File: src/rtl/clip_player_pkg.sv
// -----------------------------------------------------------------------------
// clip_player_pkg
//   Shared types and constants for the clip player.
//   - state_t     : playback FSM state (IDLE / PLAY)
//   - *_START/END : default ROM bounds of the whack-a-mole sound clips
//   - CLIP_*      : clip index names (index 0 has the highest priority)
// -----------------------------------------------------------------------------
package clip_player_pkg;

  typedef enum logic {
    IDLE = 1'b0,
    PLAY = 1'b1
  } state_t;

  // Default segment bounds inside the sound ROM (end addresses are inclusive).
  localparam logic [17:0] WIN_START    = 18'd0;
  localparam logic [17:0] WIN_END      = 18'd16395;
  localparam logic [17:0] MOO_START    = 18'd16396;
  localparam logic [17:0] MOO_END      = 18'd66982;
  localparam logic [17:0] DETECT_START = 18'd66983;
  localparam logic [17:0] DETECT_END   = 18'd83254;
  localparam logic [17:0] CHEER_START  = 18'd83255;
  localparam logic [17:0] CHEER_END    = 18'd137138;

  localparam int CLIP_WIN    = 0;
  localparam int CLIP_MOO    = 1;
  localparam int CLIP_DETECT = 2;
  localparam int CLIP_CHEER  = 3;

endpackage

File: src/rtl/clip_rate_divider.sv
// -----------------------------------------------------------------------------
// clip_rate_divider
//   Sample-rate divider. Counts 0..DIV-1 and raises tick while the count sits
//   at DIV-1 and the codec allows output. Without allow the count parks at
//   DIV-1 until the codec has room again.
//   Ports:
//     CLOCK_50 : system clock
//     resetn   : asynchronous active-low reset
//     clear    : force the count back to zero on the next edge
//     allow    : codec output-allowed handshake
//     tick     : combinational sample strobe
// -----------------------------------------------------------------------------
module clip_rate_divider #(
  parameter int DIV = 1200
) (
  input  logic CLOCK_50,
  input  logic resetn,
  input  logic clear,
  input  logic allow,
  output logic tick
);

  localparam int CNT_W = (DIV > 1) ? $clog2(DIV) : 1;
  localparam logic [CNT_W-1:0] LAST = CNT_W'(DIV - 1);

  logic [CNT_W-1:0] div_cnt_reg;
  logic             at_last;

  assign at_last = (div_cnt_reg == LAST);
  assign tick    = at_last && allow;

  always_ff @(posedge CLOCK_50 or negedge resetn) begin
    if (!resetn) begin
      div_cnt_reg <= '0;
    end else if (clear) begin
      div_cnt_reg <= '0;
    end else if (at_last) begin
      // Stall: hold at DIV-1 until the codec accepts the sample.
      if (allow) div_cnt_reg <= '0;
    end else begin
      div_cnt_reg <= div_cnt_reg + CNT_W'(1);
    end
  end

endmodule

File: src/rtl/clip_player.sv
// -----------------------------------------------------------------------------
// clip_player
//   Multi-clip audio sample sequencer. Plays one ROM segment out of a table of
//   NUM_CLIPS segments at one sample per DIV clocks, with per-clip loop mode,
//   priority preemption (lower index wins), stop, and codec back-pressure.
//   Ports:
//     CLOCK_50          : system clock
//     resetn            : asynchronous active-low reset
//     trigger           : per-clip start request
//     loop_en           : per-clip loop mode, sampled at the clip end
//     stop              : abort playback
//     audio_out_allowed : codec FIFO has room
//     rom_q             : ROM data (one-cycle read latency)
//     rom_addr          : ROM address
//     sample_out        : left-justified sample for the left channel
//     sample_valid      : one-cycle pulse per delivered sample
//     busy              : high while playing
//     active_clip       : index of the playing clip
//     done              : one-cycle pulse when a one-shot clip completes
// -----------------------------------------------------------------------------
module clip_player
  import clip_player_pkg::*;
#(
  parameter int NUM_CLIPS = 4,
  parameter int ADDR_W    = 18,
  parameter int DATA_W    = 6,
  parameter int DIV       = 1200,
  parameter logic [NUM_CLIPS*ADDR_W-1:0] CLIP_START =
    {CHEER_START, DETECT_START, MOO_START, WIN_START},
  parameter logic [NUM_CLIPS*ADDR_W-1:0] CLIP_END =
    {CHEER_END, DETECT_END, MOO_END, WIN_END}
) (
  input  logic                 CLOCK_50,
  input  logic                 resetn,
  input  logic [NUM_CLIPS-1:0] trigger,
  input  logic [NUM_CLIPS-1:0] loop_en,
  input  logic                 stop,
  input  logic                 audio_out_allowed,
  input  logic [DATA_W-1:0]    rom_q,
  output logic [ADDR_W-1:0]    rom_addr,
  output logic [31:0]          sample_out,
  output logic                 sample_valid,
  output logic                 busy,
  output logic [2:0]           active_clip,
  output logic                 done
);

  state_t              state_reg;
  logic [ADDR_W-1:0]   rom_addr_reg;
  logic [31:0]         sample_out_reg;
  logic                sample_valid_reg;
  logic                busy_reg;
  logic [2:0]          active_clip_reg;
  logic                done_reg;

  logic [ADDR_W-1:0]   clip_start_arr [NUM_CLIPS];
  logic [ADDR_W-1:0]   clip_end_arr   [NUM_CLIPS];

  logic                trig_any;
  logic [2:0]          trig_idx;
  logic [ADDR_W-1:0]   trig_start;
  logic [ADDR_W-1:0]   cur_start;
  logic [ADDR_W-1:0]   cur_end;
  logic                cur_loop;
  logic                accept;
  logic                tick;
  logic                div_clear;

  genvar gi;
  generate
    for (gi = 0; gi < NUM_CLIPS; gi++) begin : g_clip_table
      assign clip_start_arr[gi] = CLIP_START[gi*ADDR_W +: ADDR_W];
      assign clip_end_arr[gi]   = CLIP_END[gi*ADDR_W +: ADDR_W];
    end
  endgenerate

  // Priority encode the trigger (scan downwards so the lowest index wins) and
  // mux out the bounds of the clip currently playing.
  always_comb begin
    trig_any   = 1'b0;
    trig_idx   = '0;
    trig_start = '0;
    cur_start  = '0;
    cur_end    = '0;
    cur_loop   = 1'b0;
    for (int i = NUM_CLIPS - 1; i >= 0; i--) begin
      if (trigger[i]) begin
        trig_any   = 1'b1;
        trig_idx   = 3'(i);
        trig_start = clip_start_arr[i];
      end
    end
    for (int i = 0; i < NUM_CLIPS; i++) begin
      if (active_clip_reg == 3'(i)) begin
        cur_start = clip_start_arr[i];
        cur_end   = clip_end_arr[i];
        cur_loop  = loop_en[i];
      end
    end
  end

  // Lower or equal index preempts/restarts; higher index is ignored in PLAY.
  assign accept    = trig_any && ((state_reg == IDLE) || (trig_idx <= active_clip_reg));
  // Divider runs only while playing and restarts on every (re)load or stop.
  assign div_clear = (state_reg != PLAY) || accept || stop;

  clip_rate_divider #(
    .DIV (DIV)
  ) u_divider (
    .CLOCK_50 (CLOCK_50),
    .resetn   (resetn),
    .clear    (div_clear),
    .allow    (audio_out_allowed),
    .tick     (tick)
  );

  always_ff @(posedge CLOCK_50 or negedge resetn) begin
    if (!resetn) begin
      state_reg        <= IDLE;
      rom_addr_reg     <= '0;
      sample_out_reg   <= '0;
      sample_valid_reg <= 1'b0;
      busy_reg         <= 1'b0;
      active_clip_reg  <= '0;
      done_reg         <= 1'b0;
    end else begin
      sample_valid_reg <= 1'b0;
      done_reg         <= 1'b0;
      case (state_reg)
        IDLE: begin
          if (trig_any) begin
            state_reg       <= PLAY;
            busy_reg        <= 1'b1;
            rom_addr_reg    <= trig_start;
            active_clip_reg <= trig_idx;
          end
        end
        PLAY: begin
          if (stop) begin
            state_reg      <= IDLE;
            busy_reg       <= 1'b0;
            sample_out_reg <= '0;
          end else begin
            if (tick) begin
              sample_out_reg   <= 32'(rom_q) << (32 - DATA_W);
              sample_valid_reg <= 1'b1;
            end
            // An accepted trigger reloads the address even on a tick edge,
            // which also suppresses the end-of-clip handling.
            if (accept) begin
              rom_addr_reg    <= trig_start;
              active_clip_reg <= trig_idx;
            end else if (tick) begin
              if (rom_addr_reg != cur_end) begin
                rom_addr_reg <= rom_addr_reg + ADDR_W'(1);
              end else if (cur_loop) begin
                rom_addr_reg <= cur_start;
              end else begin
                done_reg  <= 1'b1;
                busy_reg  <= 1'b0;
                state_reg <= IDLE;
              end
            end
          end
        end
        default: state_reg <= IDLE;
      endcase
    end
  end

  assign rom_addr     = rom_addr_reg;
  assign sample_out   = sample_out_reg;
  assign sample_valid = sample_valid_reg;
  assign busy         = busy_reg;
  assign active_clip  = active_clip_reg;
  assign done         = done_reg;

endmodule

File: config.mk
export PLATFORM = sky130hd
export DESIGN_NAME = clip_player
export DESIGN_NICKNAME = d
export VERILOG_FILES = /design/src/rtl/clip_player_pkg.sv /design/src/rtl/clip_rate_divider.sv /design/src/rtl/clip_player.sv
export SDC_FILE = /design/constraint.sdc
export NUM_CORES = 1
export LEC_CHECK = 0
export CORE_ASPECT_RATIO = 2
export CORE_MARGIN = 5
export CORE_UTILIZATION = 35
export CTS_CLUSTER_DIAMETER = 80
export DETAILED_ROUTE_END_ITERATION = 16
export PLACE_DENSITY = 0.59
export SETUP_SLACK_MARGIN = 0.4
export SKIP_CTS_REPAIR_TIMING = 1
export SLEW_MARGIN = 40
export SYNTH_ARGS = -nofsm -noshare
export SYNTH_HDL_FRONTEND = slang
export SYNTH_SLANG_ARGS = --single-unit
export TNS_END_PERCENT = 20
File: constraint.sdc
create_clock -name CLOCK_50 -period 3.35 [get_ports CLOCK_50]
set_clock_uncertainty 0.05 [all_clocks]
set_input_delay 0.335 -clock CLOCK_50 [delete_from_list [all_inputs] [get_ports CLOCK_50]]
set_output_delay 0.335 -clock CLOCK_50 [all_outputs]
set_load 0.05 [all_outputs]
-- Word level (Yosys, flattened, before mapping)
Index checks and enable logic that the tools add are counted.
- add/subtract/negate cells: 2
- order comparisons: 1
- equality and inequality tests: 15
- muxes and demuxes: 62
- bitwise gates (word level): 1
- reduce and logical (&&, ||, !) cells: 11
- operators by type and width (cell ; number):
    2-to-1 mux 18 bit ; 14
    2-to-1 mux 32 bit ; 2
    one-hot mux 18 bit (2 select lines) ; 1
    2-to-1 mux 11 bit ; 3
    2-to-1 mux 15 bit ; 2
    2-to-1 mux 1 bit ; 29
    adder 18 x 1 -> 18 bit, second input constant ; 1
    != test 18 bit ; 1
    2-to-1 mux 17 bit ; 1
    2-to-1 mux 3 bit ; 5
    != test 3 bit, second input constant ; 4
    adder 11 x 1 -> 11 bit, second input constant ; 1
    equality test 11 bit, second input constant ; 1
    equality test 3 x 2 -> 1 bit, second input constant ; 2
    one-hot mux 3 bit (2 select lines) ; 1
    AND reduction 5 bit ; 1
    2-to-1 mux 2 bit ; 2
    != test 2 bit, second input constant ; 2
    != test 4 x 1 -> 1 bit, second input constant ; 1
    one-hot mux 1 bit (2 select lines) ; 2
    AND reduction 4 bit ; 1
    equality test 3 x 1 -> 1 bit, second input constant ; 1
    <= comparator 3 bit ; 1
    logical NOT 3 bit ; 1
    other kinds (9) ; 12
- register bits: 68
- input port bits: 18
- output and inout port bits: 56
- word-level logic and storage cells: 100

-- Logic depth before layout (Yosys ltp)
Gate-level depths: netlist of run 1.
- word-level depth: 11
- depth in mapped cells: 10
- depth with buffers taken out: 9

-- Cells and area by module
A second synthesis of run 1 with hierarchy kept.
- cells, all modules: 368
- area, all modules: 3103.0 um^2
- by module, submodules not included (module ; instances ; cells each ; area an instance (um^2) ; sequential area each (um^2)):
    clip_player ; 1 ; 300 ; 2461.1 ; 750.7
    clip_rate_divider ; 1 ; 68 ; 641.9 ; 275.3

-- Worst setup path before layout of run 1
Ideal clock, no wire load.
- path kind: flip-flop to flip-flop
- start: register active_clip_reg[0], in the netlist active_clip[0]
- end: register rom_addr_reg[4], in the netlist rom_addr[4]
- library setup time: 125 ps
- arrival time: 2901 ps
- data required time: 3175 ps
- path slack: 274 ps
- cell stages (with the launch flop): 9
- path buffers: 1
- clock period less this slack: 3076 ps
- path through: dfrtp_1 -> inv_1 -> ha_1 -> or3_1 -> a221o_1 -> nor4_4 -> buf_6 -> nor2_4 -> mux2_4
- word-level cells in the longest chain between the ends: 11
- elaborated cells on any way between the ends: 27
- classes of those cells: 1 x order compare; 6 x eq/ne; 16 x mux; 4 x reduce/logical
- RTL lines (element ; line ; source):
    start, declared ; clip_player.sv:53 ; logic [2:0] active_clip_reg;
    start signal, assigned ; clip_player.sv:135 ; active_clip_reg <= trig_idx;
    start signal, assigned ; clip_player.sv:152 ; active_clip_reg <= trig_idx;
    logical NOT 3 bit ; clip_player.sv:94 ; if (active_clip_reg == 3'(i)) begin
    2-to-1 mux 15 bit ; clip_player.sv:94 ;
    2-to-1 mux 18 bit (3 in series) ; clip_player.sv:94 ;
    != test 18 bit ; clip_player.sv:154 ; if (rom_addr_reg != cur_end) begin
    2-to-1 mux 18 bit ; clip_player.sv:154 ;
    2-to-1 mux 18 bit ; clip_player.sv:153 ; end else if (tick) begin
    2-to-1 mux 18 bit ; clip_player.sv:150 ; if (accept) begin
    2-to-1 mux 18 bit ; clip_player.sv:139 ; if (stop) begin
    one-hot mux 18 bit (2 select lines) ; clip_player.sv:129 ; case (state_reg)
    end signal, assigned ; clip_player.sv:151 ; rom_addr_reg <= trig_start;
    end signal, assigned ; clip_player.sv:155 ; rom_addr_reg <= rom_addr_reg + ADDR_W'(1);
    end signal, assigned ; clip_player.sv:157 ; rom_addr_reg <= cur_start;
    end, declared ; clip_player.sv:49 ; logic [ADDR_W-1:0] rom_addr_reg;
Several ways; a longest one is shown, not always the timed one. The select of a mux whose other input is x is not followed.
A chain may end at the register's enable or synchronous reset.

-- Worst setup path after layout of run 1
- start: register active_clip_reg[0], in the netlist active_clip[0]
- end: register rom_addr_reg[2], in the netlist rom_addr[2]
The elaborated chain is that of the path after synthesis.

==> results of run 1 <==
## logic make-up (layout without fill, tap and decap cells)
family | after synthesis | count (layout) | synth area share (%)
other | 1 | 27 | 0.1292
multiplexers | 7 | 7 | 2.931
buffers and inverters | 45 | 88 | 10.00
adder cells (fa/ha/maj) | 10 | 10 | 4.310
XOR/XNOR | 11 | 11 | 3.319
flip-flops | 41 | 41 | 35.34
AO/OA/AOI/OAI | 84 | 84 | 21.51
AND/OR/NAND/NOR | 123 | 123 | 22.46
## cells in the mapped netlist, drive strengths merged (2+ instances only)
| library cell | count | area [sq um] |
|---|---|---|
| dfrtp | 41 | 1026 |
| mux2 | 3 | 45.04 |
| a31oi | 4 | 25.02 |
| o21ai | 14 | 70.06 |
| o211ai | 4 | 30.03 |
| a221o | 6 | 60.06 |
| nand2 | 27 | 101.4 |
| and2 | 2 | 12.51 |
| or3 | 3 | 18.77 |
| nor3 | 7 | 35.03 |
| inv | 8 | 30.03 |
| nor4 | 7 | 65.06 |
| a211o | 4 | 35.03 |
| buf | 33 | 245.2 |
| a2bb2oi | 2 | 17.52 |
| a22o | 3 | 26.28 |
| nand3b | 2 | 15.01 |
| nor2 | 27 | 108.9 |
| o22ai | 2 | 12.51 |
| o31ai | 5 | 37.54 |
| xor2 | 5 | 43.79 |
| mux2i | 4 | 40.04 |
| nand3 | 20 | 100.1 |
| a21oi | 9 | 45.04 |
| ha | 10 | 125.1 |
| and3 | 12 | 75.07 |
| nand4 | 3 | 18.77 |
| clkbuf | 3 | 11.26 |
| a22oi | 6 | 45.04 |
| a211oi | 4 | 30.03 |
| o211a | 2 | 20.02 |
| o2bb2ai | 7 | 61.31 |
| xnor2 | 6 | 52.55 |
| nor2b | 5 | 31.28 |
## worst min path at each step
stage	cells after the start	end	startpoint	slack (ns)
after detailed placement	1	rom_addr[13]$_DFFE_PN0P_	resetn	0.31
after CTS	1	rom_addr[13]$_DFFE_PN0P_	resetn	0.0004
after global placement	1	u_divider.div_cnt_reg[0]$_DFFE_PN0P_	u_divider.div_cnt_reg[0]$_DFFE_PN0P_	0.44
final	1	rom_addr[1]$_DFFE_PN0P_	resetn	-0.02
after global routing	1	rom_addr[0]$_DFFE_PN0P_	resetn	0.03
after floorplan	0	active_clip[0]$_DFFE_PN0P_	resetn	-0.01
## power groups by stage
| stage | logic [mW] | registers (mW) | clock network (mW) |
|---|---|---|---|
| 4_1_cts | 1.49 | 0.751 | 0.579 |
| 5_1_grt | 1.62 | 0.770 | 0.596 |
| 3_3_place_gp | 1.47 | 0.760 | 0 |
| 6_report | 1.52 | 0.752 | 0.568 |
| 3_5_place_dp | 1.49 | 0.756 | 0 |
| 2_1_floorplan | 0.779 | 0.947 | 0 |
## cell type report
type | count | share of cell area, %
Multi-Input combinational cell | 262 | 45.99
Sequential cell | 41 | 27.73
Timing Repair Buffer | 71 | 17.41
Clock buffer | 7 | 3.846
Tap cell | 98 | 3.306
Inverter | 9 | 0.9109
Clock inverter | 1 | 0.8097
## routing by layer
| metal | up-vias | part of all wire, % | track usage, % |
|---|---|---|---|
| met3 | 39 | 3.6 | 2.758 |
| met5 | - | 0 | 0 |
| met2 | 100 | 55 | 32.85 |
| li1 | 1287 | - | - |
| met1 | 1319 | 34 | 18.03 |
| met4 | 0 | 7.8 | 13.98 |
## through the flow
stage | std cells | worst slack (ns) | hold slack [ns] | util (%) | instance area (sq um)
3_5_place_dp | 478 | 0.1631 | 0.3120 | 42.77 | 3496
2_1_floorplan | 348 | 0.4865 | -0.01059 | - | 3007
3_3_place_gp | 478 | 0.2196 | 0.4355 | 42.74 | 3493
4_1_cts | 486 | 0.3114 | 0.0003903 | 44.88 | 3669
6_report | 489 | 0.4295 | -0.01732 | 45.37 | 3709
5_1_grt | 489 | 0.3423 | 0.02719 | 45.37 | 3709
==> reports/results.ini, run 1 <==
[synthesis]
synth_ff_type=dfrtp_1
syn_avg_cell_area_sq_um=9.015
ys_async_sr_fraction_pct=100.0
post_synth_num_cell_types=62
seq_area_frac_synth_pct=35.34
synth_seq_cells=41
synth.cell_area_sq_um=2903
synth_edf_count=0
syn_inst=322
synth-warning-count=0

[critical_path]
worstSetupEndpointType=register
worst_ep_required_time_ns=3.47
endpoint=rom_addr[2]$_DFFE_PN0P_
critical_path_class=register to register
startpoint_type=register
crit_fanout=9
regToRegEndpoint=rom_addr[2]$_DFFE_PN0P_
path_depth=9
startpoint=active_clip[0]$_DFFE_PN0P_
max_stage_delay_ns=0.53
worstReg2RegStart=active_clip[0]$_DFFE_PN0P_
crit_chain=inv_1 > ha_1 > or4b_1 > mux2i_2 > nand3_2 > nor4_4 > buf_4 > nor2_4 > mux2_4
critPathArrivalTime_ns=3.04
r2r_setup_slack_ns=0.43
ff2ff_path_depth=9
cp_slowest_cell=or4b_1
crit_family=simple AND/OR/NAND/NOR gates
critical_path_buf_inv_count=2

[pwr]
switching_share_pct=46.40
pwr-share-comb_pct=53.6
p_seq_share_pct=26.4
p_leak_nw=1.600
power_mw=2.845
powerDensity_nw_per_um2=767.0
vdd.ir_drop.worst_v=0.0003801
p_int_mw=1.525
pwr-share-clk_pct=20.0
net-switching-power_mw=1.320

[sta]
tns_ns=0
fin_crit_ns=2.920
hold_viol=12
rsz0062_at_grt=yes
maxSlewViolCount=0
relSlewSlack_pct=45.78
whs_ns=-0.01732
timing.final.crit_share_pct=87.18
fmaxAchievable_mhz=342.4
setup_violations=0
worstMarginPinSlew_ns=0.8134

[cells_and_area]
largest_reg_flops=18
syn2layout_area_growth_pct=27.76
num_antenna_cells=0
final_common_cell=clkdlybuf4s50_1
seq_area_sq_um=1028
drive_gt1_share_pct=12.28
multi_input_area_sq_um=1705
num-fill-cells=838
final_cell_mix=45 x clkdlybuf4s50_1, 39 x dfrtp_1, 27 x nand2_1, 27 x conb_1
final_net_count=418

[place]
port-buffer-count=46
routabilityCongestion=0.9481
dp_hpwl_um=7221

[route]
wirelength_um=9164
num_vias=2745
initialDrtViolationCount=144
drcViolationCount=0
firstDrtPassIters=5
via_per_inst=5.613
ant_nets=0
routedWlPerCell_um=18.74

[grt]
grt_usage_pct=18.48
grt_start_max_net_pins=42
antenna_found_initial=0
grt_pass1_vias=2835
grt_pass1_wl_um=14490
overflow=0

[cts]
cts.sinks=41
path_clk_slew_ns=0.06
cts_tree=done
clkLatencyLatePin_ns=0.29
cts-root-buf=clkbuf_16
cts_buffers=5
clockBufferDepth=2
h-tree-depth=2

[die]
die-area_sq_um=10330
coreArea_sq_um=8174
start_util_pct=35.51
fp.dieH_um=138.8
num_rows=47
die_w_um=74.40
io_pins=74

[job]
drv_cap=0

[run_status]
violations=negative hold slack
outcome=finished with violations

[hold_path]
worst_hold_path_type=input pin to async pin

No activity file was read; power rests on OpenSTA's default activity.
==> inputs of run 2 (changes only) <==
--- a/config.mk
+++ b/config.mk
@@ -13,7 +13,7 @@
 export PLACE_DENSITY = 0.59
 export SETUP_SLACK_MARGIN = 0.4
 export SKIP_CTS_REPAIR_TIMING = 1
-export SLEW_MARGIN = 40
+export SLEW_MARGIN = 5
 export SYNTH_ARGS = -nofsm -noshare
 export SYNTH_HDL_FRONTEND = slang
 export SYNTH_SLANG_ARGS = --single-unit
==> run 2 against run 1 <==
Net effect:
- the run now ends clean
- wire length up 1.1%
- design area rose by 0.47%
- hold slack better by 0.16 ns
- setup slack better by 0.050 ns
- first-iteration DRC count grew 14%
- sequential share of layout area shrank 0.13 points
- via count is 0.91% higher
- count of clock-buffer cells in the layout is the same
- non-clock buffer count is 1 higher
- final cell count up 0.20%
- critical path type unchanged
==> reports/results.ini, run 2 (same netlist as run 1, synthesis figures left out) <==
[sta]
tns_ns=0  ; unchanged
hold_viol=0  ; was 12
fmaxAchievable_mhz=348.4  ; was 342.4 MHz
relSlewSlack_pct=35.32  ; was 45.78%
whs_ns=0.1454  ; was -0.01732 ns
maxSlewViolCount=0  ; unchanged
layout_setup_ws_ns=0.4797  ; was 0.4295 ns
worstMarginPinSlew_ns=0.9703  ; was 0.8134 ns
timing.final.crit_share_pct=85.68  ; was 87.18%
fin_crit_ns=2.870  ; was 2.920 ns
setup_violations=0  ; unchanged
rsz0062_at_grt=no  ; was yes

[job]
drv_cap=0  ; unchanged

[cells_and_area]
layoutNonFillerInstCount=490  ; was 489
seq_area_sq_um=1028  ; unchanged
final_cell_mix=45 x clkdlybuf4s50_1, 39 x dfrtp_1, 27 x nand2_1, 27 x conb_1  ; unchanged
drive_gt1_share_pct=13.27  ; was 12.28%
num-fill-cells=839  ; was 838
final_util_pct=45.58  ; was 45.37%
final_common_cell=clkdlybuf4s50_1  ; unchanged
final_cell_area_sq_um=3726  ; was 3709 sq um
syn2layout_area_growth_pct=28.36  ; was 27.76%
final_net_count=419  ; was 418
largest_reg_flops=18  ; unchanged
multi_input_area_sq_um=1718  ; was 1705 sq um
num_antenna_cells=0  ; unchanged

[die]
die_w_um=74.40  ; unchanged
die-area_sq_um=10330  ; unchanged
coreArea_sq_um=8174  ; unchanged
fp.dieH_um=138.8  ; unchanged
io_pins=74  ; unchanged
num_rows=47  ; unchanged
start_util_pct=35.51  ; unchanged

[place]
placedCellCount=478  ; unchanged
dp_hpwl_um=7203  ; was 7221 um
placed_cell_area_sq_um=3493  ; was 3496 sq um
pre_cts_ws_ns=0.1719  ; was 0.1631 ns
port-buffer-count=46  ; unchanged
routabilityCongestion=0.9481  ; unchanged

[cts]
path_clk_slew_ns=0.06  ; about the same
h-tree-depth=2  ; unchanged
clockBufferDepth=2  ; unchanged
cts_tree=done  ; unchanged
clkLatencyLatePin_ns=0.29  ; about the same
cts_buffers=5  ; unchanged
cts.sinks=41  ; unchanged
cts-root-buf=clkbuf_16  ; unchanged

[grt]
grt_pass1_wl_um=14530  ; was 14490 um
grt_start_max_net_pins=42  ; unchanged
antenna_found_initial=0  ; unchanged
grt_pass1_vias=2803  ; was 2835
overflow=0  ; unchanged
grt_usage_pct=18.52  ; was 18.48%

[pwr]
vdd.ir_drop.worst_v=0.0003809  ; was 0.0003801 V
powerDensity_nw_per_um2=773.3  ; was 767.0 nW/um^2
power_mw=2.881  ; was 2.845 mW
p_leak_nw=1.605  ; was 1.600 nW

[route]
drcViolationCount=0  ; unchanged
ant_nets=0  ; unchanged
firstDrtPassIters=4  ; was 5
num_vias=2770  ; was 2745
via_per_inst=5.653  ; was 5.613
routedWlPerCell_um=18.90  ; was 18.74 um
wirelength_um=9262  ; was 9164 um
initialDrtViolationCount=164  ; was 144

[run_status]
outcome=completed  ; was finished with violations

[critical_path]
critical_path_class=register to register  ; unchanged
worstSetupEndpointType=register  ; unchanged
crit_fanout=9  ; unchanged
worst_ep_required_time_ns=3.47  ; about the same
startpoint_type=register  ; unchanged
critPathArrivalTime_ns=2.99  ; was 3.04 ns

[hold_path]
worst_hold_path_type=input pin to async pin  ; unchanged

## run 2: changes by cell type in the layout (fill, tap and decap cells not counted)
cell     change
ha_1         -1
ha_2         +1
o22ai_2      +1
a21oi_1      -1
o22ai_1      -1
buf_2        +1
a21oi_2      +1
## run 2: cell type report
| type | instances | share of cell area [%] |
|---|---|---|
| Inverter | 9 | 0.9066 |
| Clock inverter | 1 | 0.8059 |
| Tap cell | 98 | 3.291 |
| Timing Repair Buffer | 72 | 17.46 |
| Multi-Input combinational cell | 262 | 46.10 |
| Sequential cell | 41 | 27.60 |
| Clock buffer | 7 | 3.828 |
## run 2: worst paths after layout
path                                                           start                              endpoint  slack (ns)  cells past startpoint
worst min-delay path                                          resetn               rom_addr[1]$_DFFE_PN0P_        0.15                      1
worst max-delay path                      active_clip[0]$_DFFE_PN0P_               rom_addr[4]$_DFFE_PN0P_        0.48                      9
worst min register to register  u_divider.div_cnt_reg[0]$_DFFE_PN0P_  u_divider.div_cnt_reg[0]$_DFFE_PN0P_        0.46                      1
max in group asynchronous                                     resetn            active_clip[1]$_DFFE_PN0P_        2.42                      1
min in group CLOCK_50           u_divider.div_cnt_reg[0]$_DFFE_PN0P_  u_divider.div_cnt_reg[0]$_DFFE_PN0P_        0.46                      1
worst max register to register            active_clip[0]$_DFFE_PN0P_               rom_addr[4]$_DFFE_PN0P_        0.48                      9
## run 2: per-layer routing
metal  GRT usage [%]  routed length (um)  vias up  part of all wire, %
met3           2.685                 371       43                  4.0
met2           34.57                5215      107                   56
met1           18.07                3086     1328                   33
met5               0                   0        -                    0
li1                -                   -     1292                    -
met4           10.79                 589        0                  6.4
## run 2: worst max-delay path, stage by stage, from the launching register on
cell and delay [ns]:
dfrtp_2 0.44, inv_1 0.10, ha_2 0.23, or4b_1 0.53, mux2i_2 0.25, nand3_2 0.16
nor4_4 0.39, buf_4 0.21, nor2_4 0.08, mux2_4 0.31
## run 2: power breakdown
group	internal, mW	switching, mW	total (mW)
Combinational	0.583	0.970	1.55
Clock	0.373	0.202	0.575
Sequential	0.582	0.171	0.753
